`config.mk`:
```
export PLATFORM = sky130hd
export DESIGN_NAME = mux_pipe
export DESIGN_NICKNAME = d
export VERILOG_FILES = /design/src/rtl/mux_pipe.sv
export SDC_FILE = /design/constraint.sdc
export NUM_CORES = 1
export LEC_CHECK = 0
export CAP_MARGIN = 25
export CORE_ASPECT_RATIO = 1.5
export CORE_UTILIZATION = 30
export CTS_CLUSTER_SIZE = 10
export DETAILED_ROUTE_END_ITERATION = 8
export MAX_ROUTING_LAYER = met4
export PLACE_DENSITY = 0.74
export SETUP_SLACK_MARGIN = 0.05
export SYNTH_ARGS = -nofsm -noshare
export SYNTH_HDL_FRONTEND = slang
export SYNTH_SLANG_ARGS = --single-unit
```
`constraint.sdc`:
```
create_clock -name clk -period 1.4 [get_ports clk]
set_clock_uncertainty 0.05 [all_clocks]
set_input_delay 0.21 -clock clk [delete_from_list [all_inputs] [get_ports clk]]
set_output_delay 0.21 -clock clk [all_outputs]
set_load 0.01 [all_outputs]
```
`src/rtl/mux_pipe.sv`:
```
// mux_pipe: N_SRC-way operand selector feeding a STAGES-deep register chain with stall and flush.
// Define MUX_PIPE_ERR_EN to carry an out-of-range-select flag with each entry; otherwise sel_err is 0.
module mux_pipe #(
  parameter int WIDTH  = 32,
  parameter int N_SRC  = 3,
  parameter int SEL_W  = 2,
  parameter int STAGES = 1
) (
  input  logic                   clk,
  input  logic                   rst,
  input  logic [N_SRC*WIDTH-1:0] src,
  input  logic [SEL_W-1:0]       sel,
  input  logic                   in_valid,
  input  logic                   stall,
  input  logic                   flush,
  output logic [WIDTH-1:0]       rlt,
  output logic                   out_valid,
  output logic                   sel_err
);

  logic [WIDTH-1:0]  sel_data;
  logic [WIDTH-1:0]  data_q  [STAGES];
  logic [WIDTH-1:0]  data_d  [STAGES];
  logic [WIDTH-1:0]  up_data [STAGES];
  logic [STAGES-1:0] vld_q;
  logic [STAGES-1:0] vld_d;
  logic [STAGES-1:0] up_vld;

  // Out-of-range selects fall back to the last source.
  always_comb begin
    sel_data = src[(N_SRC-1)*WIDTH +: WIDTH];
    for (int k = 0; k < N_SRC; k++) begin
      if (32'(sel) == 32'(k)) sel_data = src[k*WIDTH +: WIDTH];
    end
  end

  always_comb begin
    up_vld[0]  = in_valid;
    up_data[0] = sel_data;
    for (int i = 1; i < STAGES; i++) begin
      up_vld[i]  = vld_q[i-1];
      up_data[i] = data_q[i-1];
    end
  end

  // Flush beats stall; data only reloads when the upstream entry is valid.
  always_comb begin
    for (int i = 0; i < STAGES; i++) begin
      data_d[i] = data_q[i];
      vld_d[i]  = vld_q[i];
      if (flush) begin
        vld_d[i] = 1'b0;
      end else if (!stall) begin
        vld_d[i] = up_vld[i];
        if (up_vld[i]) data_d[i] = up_data[i];
      end
    end
  end

  always_ff @(posedge clk) begin
    if (rst) begin
      for (int i = 0; i < STAGES; i++) data_q[i] <= '0;
      vld_q <= '0;
    end else begin
      data_q <= data_d;
      vld_q  <= vld_d;
    end
  end

  assign rlt       = data_q[STAGES-1];
  assign out_valid = vld_q[STAGES-1];

`ifdef MUX_PIPE_ERR_EN
  logic              sel_oor;
  logic [STAGES-1:0] err_q;
  logic [STAGES-1:0] err_d;
  logic [STAGES-1:0] up_err;

  assign sel_oor = (32'(sel) >= 32'(N_SRC));

  always_comb begin
    up_err[0] = in_valid & sel_oor;
    for (int i = 1; i < STAGES; i++) up_err[i] = err_q[i-1];
  end

  // The flag travels exactly like the data it describes, but is cleared by flush.
  always_comb begin
    for (int i = 0; i < STAGES; i++) begin
      err_d[i] = err_q[i];
      if (flush) begin
        err_d[i] = 1'b0;
      end else if (!stall && up_vld[i]) begin
        err_d[i] = up_err[i];
      end
    end
  end

  always_ff @(posedge clk) begin
    if (rst) err_q <= '0;
    else     err_q <= err_d;
  end

  assign sel_err = err_q[STAGES-1];
`else
  assign sel_err = 1'b0;
`endif

endmodule

```
# After elaboration in Yosys (flattened, before gate mapping)
# Cells that the tools add are included.
# word_totals
register_bits	33
in_bits	103
out_inout_bits	34
wordCells	12
# classes
n_eq_ne	2
n_mux	3
bitwise	2
n_reduce_logical	3
# ops
op	count
32-bit two-way mux	3
3-bit AND reduction	1
2-bit by 1-bit == test with 1-bit output (second input constant)	1
2-bit == test (second input constant)	1
2-bit zero test	1
1-bit inverter	2
2-bit OR reduction	1

# Logic depth before layout (Yosys ltp)
# Gate-level depths: netlist of run 1.
# depth
word_depth	4
mapped_depth	5
mapped_depth_nobuf	3

# Least setup slack after synthesis of run 1
# Ideal clock, no wire load.
# synth_path
path_kind	input to register
start	input sel[0]
end	register data_q (netlist bit rlt[0])
setup_time_ns	0.121
arrival_ns	0.958
t_required_ns	1.229
path_slack_ns	0.271
path_stages	5
path_buffers	3
path_cell_list	buf_2 buf_2 buf_2 a211oi_1 o2bb2ai_1
# synth_between
elab_chain_cells	4
elab_cells_between_ends	6
classes_between	eq/ne (2); mux (3); reduce/logical (1)
# synth_lines
element	line	source
from (decl)	12	input logic [SEL_W-1:0] sel,
2-bit zero test	33	if (32'(sel) == 32'(k)) sel_data = src[k*WIDTH +: WIDTH];
32-bit two-way mux (2 in a row)	33	
32-bit two-way mux *	33	
to (signal assigned)	65	data_q <= data_d;
to (decl)	22	logic [WIDTH-1:0] data_q [STAGES];
# Every way passes the cells marked *; elsewhere a longest branch is shown, timed or not.
# A chain may end at the register's enable or synchronous reset.

==> results of run 1 <==
what timing repair did:
action / 4_1_cts / 5_1_grt
buffers inserted: 1 / 0
gates resized for setup: 37 / 0
setup endpoints to repair: 37 / 0
area by class of cell:
cell class / instances / area [sq um] / area share, %
tap: 70 / 87.6 / 2.69
clock buffer: 5 / 68.8 / 2.12
sequential: 33 / 661 / 20.3
inverter: 1 / 3.75 / 0.115
timing repair buffer: 147 / 1480 / 45.4
clock inverter: 3 / 17.5 / 0.538
multi-input combinational: 134 / 937 / 28.8
per-stage QoR:
| step | setup slack, ns | TNS (ns) | instances | total power, W |
|---|---|---|---|---|
| detailed placement | -0.254 | -7.08 | 383 | 0.00165 |
| global placement | -0.213 | -6.18 | 383 | 0.00164 |
| floorplan | 0.271 | 0 | 189 | 0.00123 |
| global route | 0.0511 | 0 | 393 | 0.00241 |
| CTS | 0.131 | 0 | 393 | 0.00233 |
| finish | 0.168 | 0 | 393 | 0.00229 |
sequential cells by signal, indices dropped and copies added (netlist names):
name and count:
rlt 32, out_valid 1
Yosys cell counts:
cell,n
a211oi_1,32
buf_2,7
buf_4,4
buf_6,3
clkbuf_1,4
clkbuf_2,3
conb_1,1
dfxtp_1,33
inv_1,1
mux2i_1,1
nor2_1,1
nor2b_1,32
nor3_1,1
nor3b_1,1
nor4b_4,1
o21ai_0,11
o21ai_1,21
o2bb2ai_1,32
report_power, final:
part           total (W)  internal, W  leakage, nW  switching [W]
Clock           0.000690     0.000343       0.0439       0.000347
Sequential      0.000995     0.000976        0.268      0.0000185
Combinational   0.000606     0.000392        0.952       0.000214
kinds of logic (layout without fill, tap and decap cells):
kind of cell | Yosys count | in the layout
and+or+nand+nor | 36 | 36
buffers and inverters | 22 | 156
DFF | 33 | 33
other | 1 | 1
muxes | 1 | 1
AOI/OAI and AO/OA | 96 | 96
how the worst min path moves through the flow:
stage	startpoint	endpoint	slack, ns	depth (start not counted)
global placement	rlt[12]	rlt[12]	0.39	1
finish	flush	out_valid	0.30	2
CTS	flush	out_valid	0.29	2
floorplan	rst	out_valid	0.24	1
global route	flush	out_valid	0.31	2
detailed placement	rlt[4]	rlt[4]	0.40	1
routing by layer:
layer | global-route usage, % | vias up | share of wire [%]
met5 | - | - | 0
met4 | 10.4 | 0 | 3.4
met3 | 2.66 | 14 | 4.2
met2 | 40.3 | 74 | 55
met1 | 21.0 | 929 | 37
li1 | - | 982 | -
worst max-delay path: cells and delay by family:
family,cells,cell delay [ns]
and+or+nand+nor,1,0.34
buffers and inverters,3,0.58
AOI/OAI and AO/OA,2,0.25
==> impl_metrics.ini, run 1 <==
[power_and_ir_drop]
p_leak_nw = 1.26
peakVddDrop_mv = 0.416
power_density_mw_per_mm2 = 704

[placed_design]
io_buffers = 135
place_congestion = 0.796
post_dp_cell_area_sq_mm = 0.00317
hpwl_um = 4620

[worst_setup_path]
start_kind = input pin
endpoint = rlt[18]
slowest_stage = nor4b_4
path_max_fanout = 16
arrival_ns = 1.38
ff2ff_path_depth = 2
required_ns = 1.54
max_stage_delay_ns = 0.34
r2r_slack_ns = 0.75
end_kind = flop
r2r_end = out_valid
cp_cell_sequence = dlygate4sd2_1 > nor4b_4 > buf_4 > buf_12 > o21ai_0 > o2bb2ai_1
r2r_start = out_valid
critPathKind = input pin to flop
startpoint = rst

[cts]
cts.reportedPaths.clkPinSlew_ns = 0.07
insertion_delay_ns = 0.27
htreeDepth = 2
cts_hold_buf = 0
cts_buffers = 5
clock-sinks = 33
cts_root_buf = clkbuf_8
cts_max_path_buffers = 2
cts_tree = built

[cells_and_area]
areaGrowthSynthToFinish_pct = 88.3
fillCellCount = 521
nets = 425
fin_area_sq_mm = 0.00325
fin_util_pct = 59.2
final_common_cell = clkdlybuf4s50_1
layout_common_cells = clkdlybuf4s50_1, dlygate4sd2_1, dfxtp_1
drive_gt1_share_pct = 7.12
num_antenna_cells = 0

[routing]
viasPerCell = 5.09
wl_um = 6130
dr.pass1.iters = 4
drc_errors = 0
wl_per_cell_um = 15.6
detail-route-antenna-nets = 0
num_vias = 1999
drtIter0Drc = 50

[logic_synthesis]
synth_area_sq_mm = 0.00173
synthAdderAreaFrac_pct = 0
seq_area_frac_synth_pct = 38.2
yosys-top-cells-area = dfxtp_1, o2bb2ai_1, a211oi_1
synth_simple_gate_area_share_pct = 13.9
syn_inst = 189
yosysWarnings = 0
ys_ff_latch = 33
synthMuxAreaShare_pct = 0.579
synth.distinct_cells = 18
syn-num-nets = 292
synth_top_cell_by_area = dfxtp_1
synth_top_family_by_area = compound AO/OA/AOI/OAI gates
synthXorXnorAreaFrac_pct = 0
avgSynthCellArea_sq_um = 9.14
synth_compound_area_share_pct = 39.4
synth_top_area_share_pct = 38.2

[global_routing]
track_usage_pct = 21.3
antenna_found_initial = 0
grt_first_pass_wirelength_um = 9650
grt_overflow_total = 0
grt_pass1_vias = 2058
grt_max_degree = 33

[status]
run_status = complete, no violations

[flow_run]
drv_cap = 0

[timing]
hold_ws_ns = 0.296
finalCritPeriodShare_pct = 88.0
hold_viol = 0
setup_viol = 0
rsz0062_at_grt = no
drv_slew = 0
fmax_mhz = 812
layout_min_cycle_time_ns = 1.23

[floorplanning]
pin_count = 137
die_h_um = 95.0
die_width_um = 64.0
core.rowCount = 33
fp.coreArea_sq_mm = 0.00549
start_util_pct = 31.5
die_area_sq_mm = 0.00607

[hold_path]
hold_path_class = input pin to flop
No activity file was read; power rests on OpenSTA's default activity.
==> run 2: changes to the inputs <==
--- a/config.mk
+++ b/config.mk
@@ -7,6 +7,7 @@
 export LEC_CHECK = 0
 export CAP_MARGIN = 25
 export CORE_ASPECT_RATIO = 1.5
+export CORE_MARGIN = 4
 export CORE_UTILIZATION = 30
 export CTS_CLUSTER_SIZE = 10
 export DETAILED_ROUTE_END_ITERATION = 8
==> impl_metrics.ini, run 2 (synthesis gave the netlist of run 1 again) <==
[power_and_ir_drop]
comb_power_share_pct = 26.3
clkPwrFrac_pct = 31.1
power_density_mw_per_mm2 = 712
power.switching_w = 0.000567
peakVddDrop_mv = 0.418
internal-power_w = 0.00177
p_leak_nw = 1.27
pwr-share-seq_pct = 42.6
power_w = 0.00233
swShare_pct = 24.3

[cells_and_area]
fin_util_pct = 59.2
fillCellCount = 520
final_common_cell = clkdlybuf4s50_1
num_antenna_cells = 0
areaGrowthSynthToFinish_pct = 89.7
seq_area_sq_um = 661
layout_common_cells = clkdlybuf4s50_1, dlygate4sd2_1, dfxtp_1
largest_register_ffs = 32
drive_gt1_share_pct = 6.52
multi_input_area_sq_um = 937
nets = 425
fin_area_sq_mm = 0.00328

[global_routing]
grt_pass1_vias = 2084
grt_overflow_total = 0
grt_max_degree = 39
track_usage_pct = 18.7
grt_first_pass_wirelength_um = 10200
antenna_found_initial = 0

[timing]
setup_viol = 0
drv_slew = 0
layout_min_cycle_time_ns = 1.22
fmax_mhz = 822
rsz0062_at_grt = no
finalCritPeriodShare_pct = 86.9
hold_viol = 0

[floorplanning]
pin_count = 137
die_h_um = 101
die_area_sq_mm = 0.00706
core.rowCount = 33
start_util_pct = 31.2
die_width_um = 70.0
fp.coreArea_sq_mm = 0.00553

[cts]
clock-sinks = 33
cts_max_path_buffers = 2
cts_tree = built
cts.reportedPaths.clkPinSlew_ns = 0.06
insertion_delay_ns = 0.28
cts_root_buf = clkbuf_8
cts_buffers = 5
htreeDepth = 2
cts_hold_buf = 0

[routing]
drtIter0Drc = 97
dr.pass1.iters = 4
drc_errors = 0
wl_per_cell_um = 16.3
wl_um = 6400
num_vias = 1974
viasPerCell = 5.04
detail-route-antenna-nets = 0

[worst_setup_path]
r2r_start = out_valid
critPathTopFamily = buffers and inverters
critPathKind = input pin to flop
startpoint = sel[1]
required_ns = 1.52
r2r_slack_ns = 0.71
end_kind = flop
start_kind = input pin
cp_cell_sequence = clkdlybuf4s50_1 > buf_4 > buf_12 > a211oi_1 > o2bb2ai_1
path_buf_inv = 3
max_stage_delay_ns = 0.49
path_max_fanout = 10
r2r_end = out_valid
slowest_stage = clkdlybuf4s50_1
arrival_ns = 1.34
ff2ff_path_depth = 2

[hold_path]
hold_start = sel[0]
hold_path_class = input pin to flop
hold_depth = 3
min_to = rlt[4]

[placed_design]
hpwl_um = 4780
io_buffers = 135
post_dp_cell_area_sq_mm = 0.00320
place_congestion = 0.782

[status]
run_status = complete, no violations

[flow_run]
drv_cap = 0
-- run 2: cell count changes in the layout (fill, tap and decap cells not counted), sizes merged --
cell and change:
clkinv -2, clkbuf +2, clkinvlp -1
-- run 2: per-layer routing --
layer  part of all wire [%]  vias to the layer above  GRT usage [%]
li1                       -                      978              -
met2                     53                       81           33.6
met5                      0                        -              -
met4                    2.9                        0           9.00
met1                     38                      902           19.0
met3                    5.8                       13           4.19
-- run 2: layout make-up --
type / count / area share, %
sequential: 33 / 20.2
inverter: 1 / 0.115
tap: 70 / 2.67
multi-input combinational: 134 / 28.6
timing repair buffer: 147 / 45.8
clock buffer: 7 / 2.63
-- run 2: repair_timing --
| action | CTS | global route |
|---|---|---|
| resized for setup | 37 | 0 |
| buffers inserted | 1 | 0 |
| hold endpoints to repair | 0 | 0 |
| endpoints found under the setup margin | 41 | 0 |
-- run 2: worst max-delay path by stage --
stage,end,slack (ns),depth (start not counted)
final,rlt[22],0.18,5
after global routing,rlt[23],0.08,5
after CTS,rlt[11],0.16,6
after detailed placement,rlt[11],-0.30,5
after global placement,rlt[18],-0.21,5
after floorplan,rlt[0],0.27,5
-- run 2: tightest hold or removal path, stage by stage --
cell	delay (ns)
buf_2	0.15
a211oi_1	0.09
o2bb2ai_1	0.13
-- run 2: through the flow --
step	hold WS (ns)	TNS (ns)	std cells	setup slack (ns)
2_1_floorplan	0.237	0	189	0.271
3_3_place_gp	0.393	-6.24	383	-0.212
3_5_place_dp	0.396	-7.75	383	-0.297
4_1_cts	0.282	0	392	0.156
5_1_grt	0.302	0	392	0.0766
6_report	0.287	0	392	0.183
-- run 2: power groups by stage --
stage / combinational, W / sequential (W) / clock [W]
2_1_floorplan: 0.000193 / 0.00103 / 0
3_3_place_gp: 0.000631 / 0.00102 / 0
3_5_place_dp: 0.000640 / 0.00102 / 0
4_1_cts: 0.000622 / 0.000995 / 0.000755
5_1_grt: 0.000663 / 0.000999 / 0.000788
6_report: 0.000613 / 0.000995 / 0.000725
==> run 3: changes to the inputs <==
--- a/config.mk
+++ b/config.mk
@@ -11,7 +11,6 @@
 export CORE_UTILIZATION = 30
 export CTS_CLUSTER_SIZE = 10
 export DETAILED_ROUTE_END_ITERATION = 8
-export MAX_ROUTING_LAYER = met4
 export PLACE_DENSITY = 0.74
 export SETUP_SLACK_MARGIN = 0.05
 export SYNTH_ARGS = -nofsm -noshare
==> impl_metrics.ini, run 3 (synthesis gave the netlist of run 1 again) <==
[routing]
drtIter0Drc = 98
detail-route-antenna-nets = 0
drc_errors = 0
num_vias = 1965
wl_per_cell_um = 16.3
wl_um = 6400
dr.pass1.iters = 4
viasPerCell = 5.01

[timing]
finalCritPeriodShare_pct = 86.9
drv_slew = 0
rsz0062_at_grt = no
tns_ns = 0
layout_min_cycle_time_ns = 1.22
fmax_mhz = 822
hold_viol = 0
setup_viol = 0
setup_ws_ns = 0.183

[status]
run_status = complete, no violations

[worst_setup_path]
arrival_ns = 1.33
start_kind = input pin
required_ns = 1.52
critPathKind = input pin to flop
end_kind = flop
path_max_fanout = 10

[cells_and_area]
nets = 425
drive_gt1_share_pct = 6.52
fin_util_pct = 59.2
fin_area_sq_mm = 0.00328
areaGrowthSynthToFinish_pct = 89.7
layout_common_cells = clkdlybuf4s50_1, dlygate4sd2_1, dfxtp_1
largest_register_ffs = 32
num_antenna_cells = 0
final_common_cell = clkdlybuf4s50_1

[floorplanning]
die_h_um = 101
start_util_pct = 31.2
die_area_sq_mm = 0.00706
pin_count = 137
die_width_um = 70.0
fp.coreArea_sq_mm = 0.00553
core.rowCount = 33

[cts]
cts_tree = built
clock-sinks = 33
cts_max_path_buffers = 2
insertion_delay_ns = 0.28
cts.reportedPaths.clkPinSlew_ns = 0.06
cts_root_buf = clkbuf_8
htreeDepth = 2
cts_buffers = 5
cts_hold_buf = 0

[power_and_ir_drop]
p_leak_nw = 1.27
peakVddDrop_mv = 0.418
power_density_mw_per_mm2 = 711

[placed_design]
hpwl_um = 4780
pre_cts_slack_ns = -0.297
io_buffers = 135
place_congestion = 0.772
post_dp_cell_area_sq_mm = 0.00320

[global_routing]
grt_first_pass_wirelength_um = 10200
grt_max_degree = 39
grt_overflow_total = 0
track_usage_pct = 18.2
grt_pass1_vias = 2086
antenna_found_initial = 0

[flow_run]
drv_cap = 0

[hold_path]
hold_path_class = input pin to flop
[run 3: cell counts in the layout (fill, tap and decap cells not counted)]
Identical to the previous run, type by type.
[run 3: through the flow]
step	total power (W)	instances	hold slack, ns
global placement	0.00165	383	0.393
finish	0.00233	392	0.287
CTS	0.00237	392	0.282
global route	0.00245	392	0.300
detailed placement	0.00166	383	0.396
floorplan	0.00123	189	0.237
[run 3: worst max-delay path, cell delays in order]
cell and delay, ns:
clkdlybuf4s50_1 0.49, buf_4 0.22, buf_12 0.14, a211oi_1 0.17
o2bb2ai_1 0.09
[run 3: report_power, final]
part | switching (W) | internal, W | total (W)
clock | 0.000334 | 0.000390 | 0.000724
sequential | 0.0000180 | 0.000977 | 0.000995
combinational | 0.000214 | 0.000399 | 0.000613
total | 0.000566 | 0.00177 | 0.00233
[run 3: repair_timing]
item                       in CTS  in global routing
gates resized for setup        37                  0
setup endpoints to repair      41                  0
buffers inserted                1                  0
[run 3: final timing paths]
path / cells past startpoint / start / slack, ns / end
worst max-delay path: 5 / sel[1] / 0.18 / rlt[25]
worst min-delay path: 3 / sel[0] / 0.29 / rlt[4]
worst max register to register: 2 / out_valid / 0.71 / out_valid
worst min register to register: 1 / rlt[18] / 0.41 / rlt[18]
[run 3: area by class of cell]
type                            instances  area (sq um)
Clock buffer                            7          86.3
Timing Repair Buffer                  147          1500
Inverter                                1          3.75
Fill cell                             520          2250
Sequential cell                        33           661
Tap cell                               70          87.6
Multi-Input combinational cell        134           937
[run 3: routing by layer]
| layer | track usage [%] | share of wire, % | wire [um] |
|---|---|---|---|
| met1 | 18.8 | 37 | 2380 |
| met2 | 33.9 | 54 | 3460 |
| met3 | 5.39 | 6.7 | 431 |
| met4 | 7.67 | 2.0 | 128 |
| met5 | 0 | 0 | 0 |
==> edit 1, RTL diff (flow settings as in run 2) <==
Set the parameter `N_SRC` to 6 (it was 3).
--- a/src/rtl/mux_pipe.sv
+++ b/src/rtl/mux_pipe.sv
@@ -3,5 +3,5 @@
 module mux_pipe #(
   parameter int WIDTH  = 32,
-  parameter int N_SRC  = 3,
+  parameter int N_SRC  = 6,
   parameter int SEL_W  = 2,
   parameter int STAGES = 1
Interface: changed (resized src); port bits go from 137 to 233. No check against the original RTL was run, so the function may have changed too.
==> edit 1 against run 2 <==
First-iteration DRC count decreased by 37%; area after synthesis increased by 7.8%; cell area increased by 16%; setup slack got worse by 0.11 ns; critical path depth decreased by 1; sequential cell count unchanged; wire length increased by 12%; power increased by 7.9%; die area increased by 7.1%; non-clock buffer count increased by 33; highest routed layer unchanged.
==> edit 1: results (changes against run 2) <==
| Metric | Value |
|---|---|
| DP Cell Count | 352 (was 383) |
| CTS resizes | 38 (was 37) |
| WL/cell | 19.8 um (was 16.3 um) |
| Post-synthesis cell type count | 16 (was 18) |
| Layout cells sized above 1 | 18.3% (was 6.52%) |
| M3 GR Usage | 5.13% (was 4.19%) |
| Critical path arrival | 1.45 ns (was 1.34 ns) |
| GPL Wtd Cong | 0.735 (was 0.782) |
| DP Worst Slack | -0.322 ns (was -0.297 ns) |
| Metal2 WL | 3700 um (was 3420 um) |
| CP peak stage delay | 0.43 ns (was 0.49 ns) |
| Slowest stage cell, crit path | or3b_4 (was clkdlybuf4s50_1) |
| Nets | 489 (was 425) |
| Number of global-route vias before repair | 2,189 (was 2,084) |
| Post-CTS setup buffers | 0 (was 1) |
| Detailed-placement wirelength estimate | 5350 um (was 4780 um) |
| Placed Area | 0.00367 mm2 (was 0.00320 mm2) |
| Max IR drop VDD | 0.340 mV (was 0.418 mV) |
| Combinational power share | 32.2% (was 26.3%) |
| P_leak | 1.54 nW (was 1.27 nW) |
| DR WL met3 | 765 um (was 374 um) |
| Sw Share | 22.3% (was 24.3%) |
| Via count | 1,968 (was 1,974) |
| Mux cell area share after synthesis | 39.4% (was 0.579%) |
| Port Buf Inserts | 167 (was 135) |
| GRT met1 Usage | 21.4% (was 19.0%) |
| First-pass GRT wire length | 11,000 um (was 10,200 um) |
| Seq/Total Area, Yosys | 35.5% (was 38.2%) |
| Largest net degree at the start of global routing | 33 (was 39) |
| Compound-gate portion of the synthesized area | 17.2% (was 39.4%) |
| Non-Filler Instances | 362 (was 392) |
| Met1 Wirelength | 2620 um (was 2420 um) |
| Maximum fanout along the worst path | 16 (was 10) |
| Run status | finished clean (unchanged) |
## edit 1: layout make-up
| type | count | area share [%] |
|---|---|---|
| tap | 72 | 2.37 |
| inverter | 1 | 0.0986 |
| clock buffer | 7 | 2.27 |
| multi-input combinational | 69 | 28.9 |
| sequential | 33 | 17.4 |
| timing repair buffer | 180 | 49.1 |
## edit 1: cell families after synthesis
group	count (synthesis)
mux	33
flops	33
compound gates	32
buf+inv	19
simple gates	3
other cells	1
## edit 1: worst paths after layout
kind                                 end  slack, ns  depth (start not counted)            startpoint
setup / recovery     rlt[3]$_SDFFE_PP0P_       0.07                          4                 flush
hold / removal    out_valid$_SDFFE_PP0N_       0.32                          3                 flush
setup reg to reg     rlt[6]$_SDFFE_PP0P_       0.70                          1   rlt[6]$_SDFFE_PP0P_
hold reg to reg     rlt[21]$_SDFFE_PP0P_       0.44                          1  rlt[21]$_SDFFE_PP0P_
==> edit 2, RTL diff (flow settings as in run 2) <==
Without the edit above. Add a define of `MUX_PIPE_ERR_EN`.
--- a/src/rtl/mux_pipe.sv
+++ b/src/rtl/mux_pipe.sv
@@ -1,4 +1,6 @@
 // mux_pipe: N_SRC-way operand selector feeding a STAGES-deep register chain with stall and flush.
 // Define MUX_PIPE_ERR_EN to carry an out-of-range-select flag with each entry; otherwise sel_err is 0.
+`define MUX_PIPE_ERR_EN
+
 module mux_pipe #(
   parameter int WIDTH  = 32,
Behaviour: not the same (Yosys sat finds a counterexample within 4 cycles, from zero or initial values and one cycle with rst high).
==> edit 2 against run 2 <==
Cell area is 6.1% higher; area after synthesis is 11% higher; clock power is 3.0% higher; worst hold slack better by 0.072 ns; via count is 2.3% higher; wire length is 1.1% higher; setup slack worse by 0.064 ns; sequential share of layout area is 0.58 points lower; sequential cell count is 1 higher; global-route usage is 2.4 points lower; power is 5.1% higher; non-clock buffer count is 2 higher; critical endpoint is now rlt[23]$_SDFFE_PP0P_; highest routed layer unchanged.
==> edit 2: results (changes against run 2) <==
| Metric | Value |
|---|---|
| Synth Area in XOR/XNOR | 0% (unchanged) |
| Via count | 2,019 (was 1,974) |
| Largest register FFs | 32 (unchanged) |
| Max IR drop VDD | 0.553 mV (was 0.418 mV) |
| Fill count | 573 (was 520) |
| Seq/Total Area, Yosys | 35.4% (was 38.2%) |
| Initial DRC count | 97 (unchanged) |
| Commonest cells post-synth | 34 x dfxtp_1, 33 x nand2b_1, 32 x a32o_1 (was 33 x dfxtp_1, 32 x a211oi_1, 32 x nor2b_1, 32 x o2bb2ai_1, 21 x o21ai_1) |
| Largest net degree at the start of global routing | 35 (was 39) |
| Nets | 431 (was 425) |
| N_diodes | 0 (unchanged) |
| Compound-gate portion of the synthesized area | 32.4% (was 39.4%) |
| Total track usage | 16.3% (was 18.7%) |
| Final Slew Violations | 0 (unchanged) |
| Placed Area | 0.00341 mm2 (was 0.00320 mm2) |
| Post-synth ARST share | 0% (unchanged) |
| Ys Warns | 0 (unchanged) |
| Number of global-route vias before repair | 2,053 (was 2,084) |
| Internal | 0.00186 W (was 0.00177 W) |
| Root Buffer | clkbuf_8 (unchanged) |
| Mux cell area share after synthesis | 0% (was 0.579%) |
| HP Class | input pin to register (unchanged) |
| Post-synthesis adder-cell area fraction | 0% (unchanged) |
| Post-CTS setup buffers | 0 (was 1) |
| Initial antenna violation count | 0 (unchanged) |
| DP Cell Count | 395 (was 383) |
| Run status | finished clean (unchanged) |
| P_leak | 1.50 nW (was 1.27 nW) |
| WL/cell | 16.0 um (was 16.3 um) |
| Worst-path clk slew | 0.07 ns |
| GPL Wtd Cong | 0.715 (was 0.782) |
| Detailed-placement wirelength estimate | 5130 um (was 4780 um) |
| Inserted Clock Buffers | 5 (unchanged) |
| Port Buf Inserts | 136 (was 135) |
| Maximum fanout along the worst path | 15 (was 10) |
| First-pass GRT wire length | 9580 um (was 10,200 um) |
| Critical path arrival | 1.41 ns (was 1.34 ns) |
| Mapped Avg Cell Area | 10.0 um2 (was 9.14 um2) |
| Synth top area cells | dfxtp_1 35%, a32o_1 17%, a211o_1 13% (was dfxtp_1 38%, o2bb2ai_1 16%, a211oi_1 14%) |
| Max Buffers Root-to-Sink | 2 (unchanged) |
| Via/cell ratio | 5.01 (was 5.04) |
| Layout cells sized above 1 | 10.0% (was 6.52%) |
| DP Worst Slack | -0.259 ns (was -0.297 ns) |
| Top cell type's share of synthesized area | 35.4% (was 38.2%) |
| Clock latency on the worst-skew pair | 0.29 ns |
| Mapped Nets | 295 (was 292) |
| H-tree levels | 2 (unchanged) |
| Slew @ Worst Pin | 0.251 ns |
| First-pass DRT Iterations | 4 (unchanged) |
| Post-synthesis cell type count | 21 (was 18) |
==> edit 2: area by class of cell <==
| type | instances | area [um2] | area share [%] |
|---|---|---|---|
| clock buffer | 7 | 86.3 | 2.48 |
| multi-input combinational | 137 | 1110 | 31.9 |
| timing repair buffer | 149 | 1500 | 43.2 |
| tap | 74 | 92.6 | 2.66 |
| inverter | 1 | 3.75 | 0.108 |
| sequential | 34 | 681 | 19.6 |
| clock inverter | 1 | 5.00 | 0.144 |
==> edit 2: per-layer routing <==
metal  track usage, %  share of wire (%)
met2             30.1                 55
met1             16.3                 37
met5                -                  0
met4             5.83                2.5
met3             3.50                6.2
==> edit 2: path summary, 6_finish.rpt <==
check                             from              endpoint  slack (ns)  cells past startpoint
setup / recovery              in_valid  rlt[23]$_SDFFE_PP0P_        0.12                      5
hold / removal                  sel[0]  sel_err$_SDFFE_PP0P_        0.36                      4
setup reg to reg  sel_err$_SDFFE_PP0P_  sel_err$_SDFFE_PP0P_        0.70                      2
hold reg to reg   sel_err$_SDFFE_PP0P_  sel_err$_SDFFE_PP0P_        0.41                      2
==> edit 2: critical path: stages <==
cell and delay [ns]:
clkdlybuf4s50_1 0.47, nor2b_2 0.24, a21oi_4 0.11, buf_12 0.16, a32o_1 0.21
==> edit 2: power by group through the flow <==
stage / Clock [W] / Sequential [W] / Combinational, W
after floorplan: 0 / 0.00106 / 0.000259
after global placement: 0 / 0.00105 / 0.000699
after detailed placement: 0 / 0.00105 / 0.000710
after CTS: 0.000768 / 0.00102 / 0.000689
after global routing: 0.000796 / 0.00103 / 0.000737
final: 0.000747 / 0.00102 / 0.000683
==> edit 2: repair_timing <==
| action | CTS | global route |
|---|---|---|
| endpoints found under the setup margin | 51 | 8 |
| endpoints found under the hold margin | 0 | 0 |
| gates resized for setup | 35 | 3 |
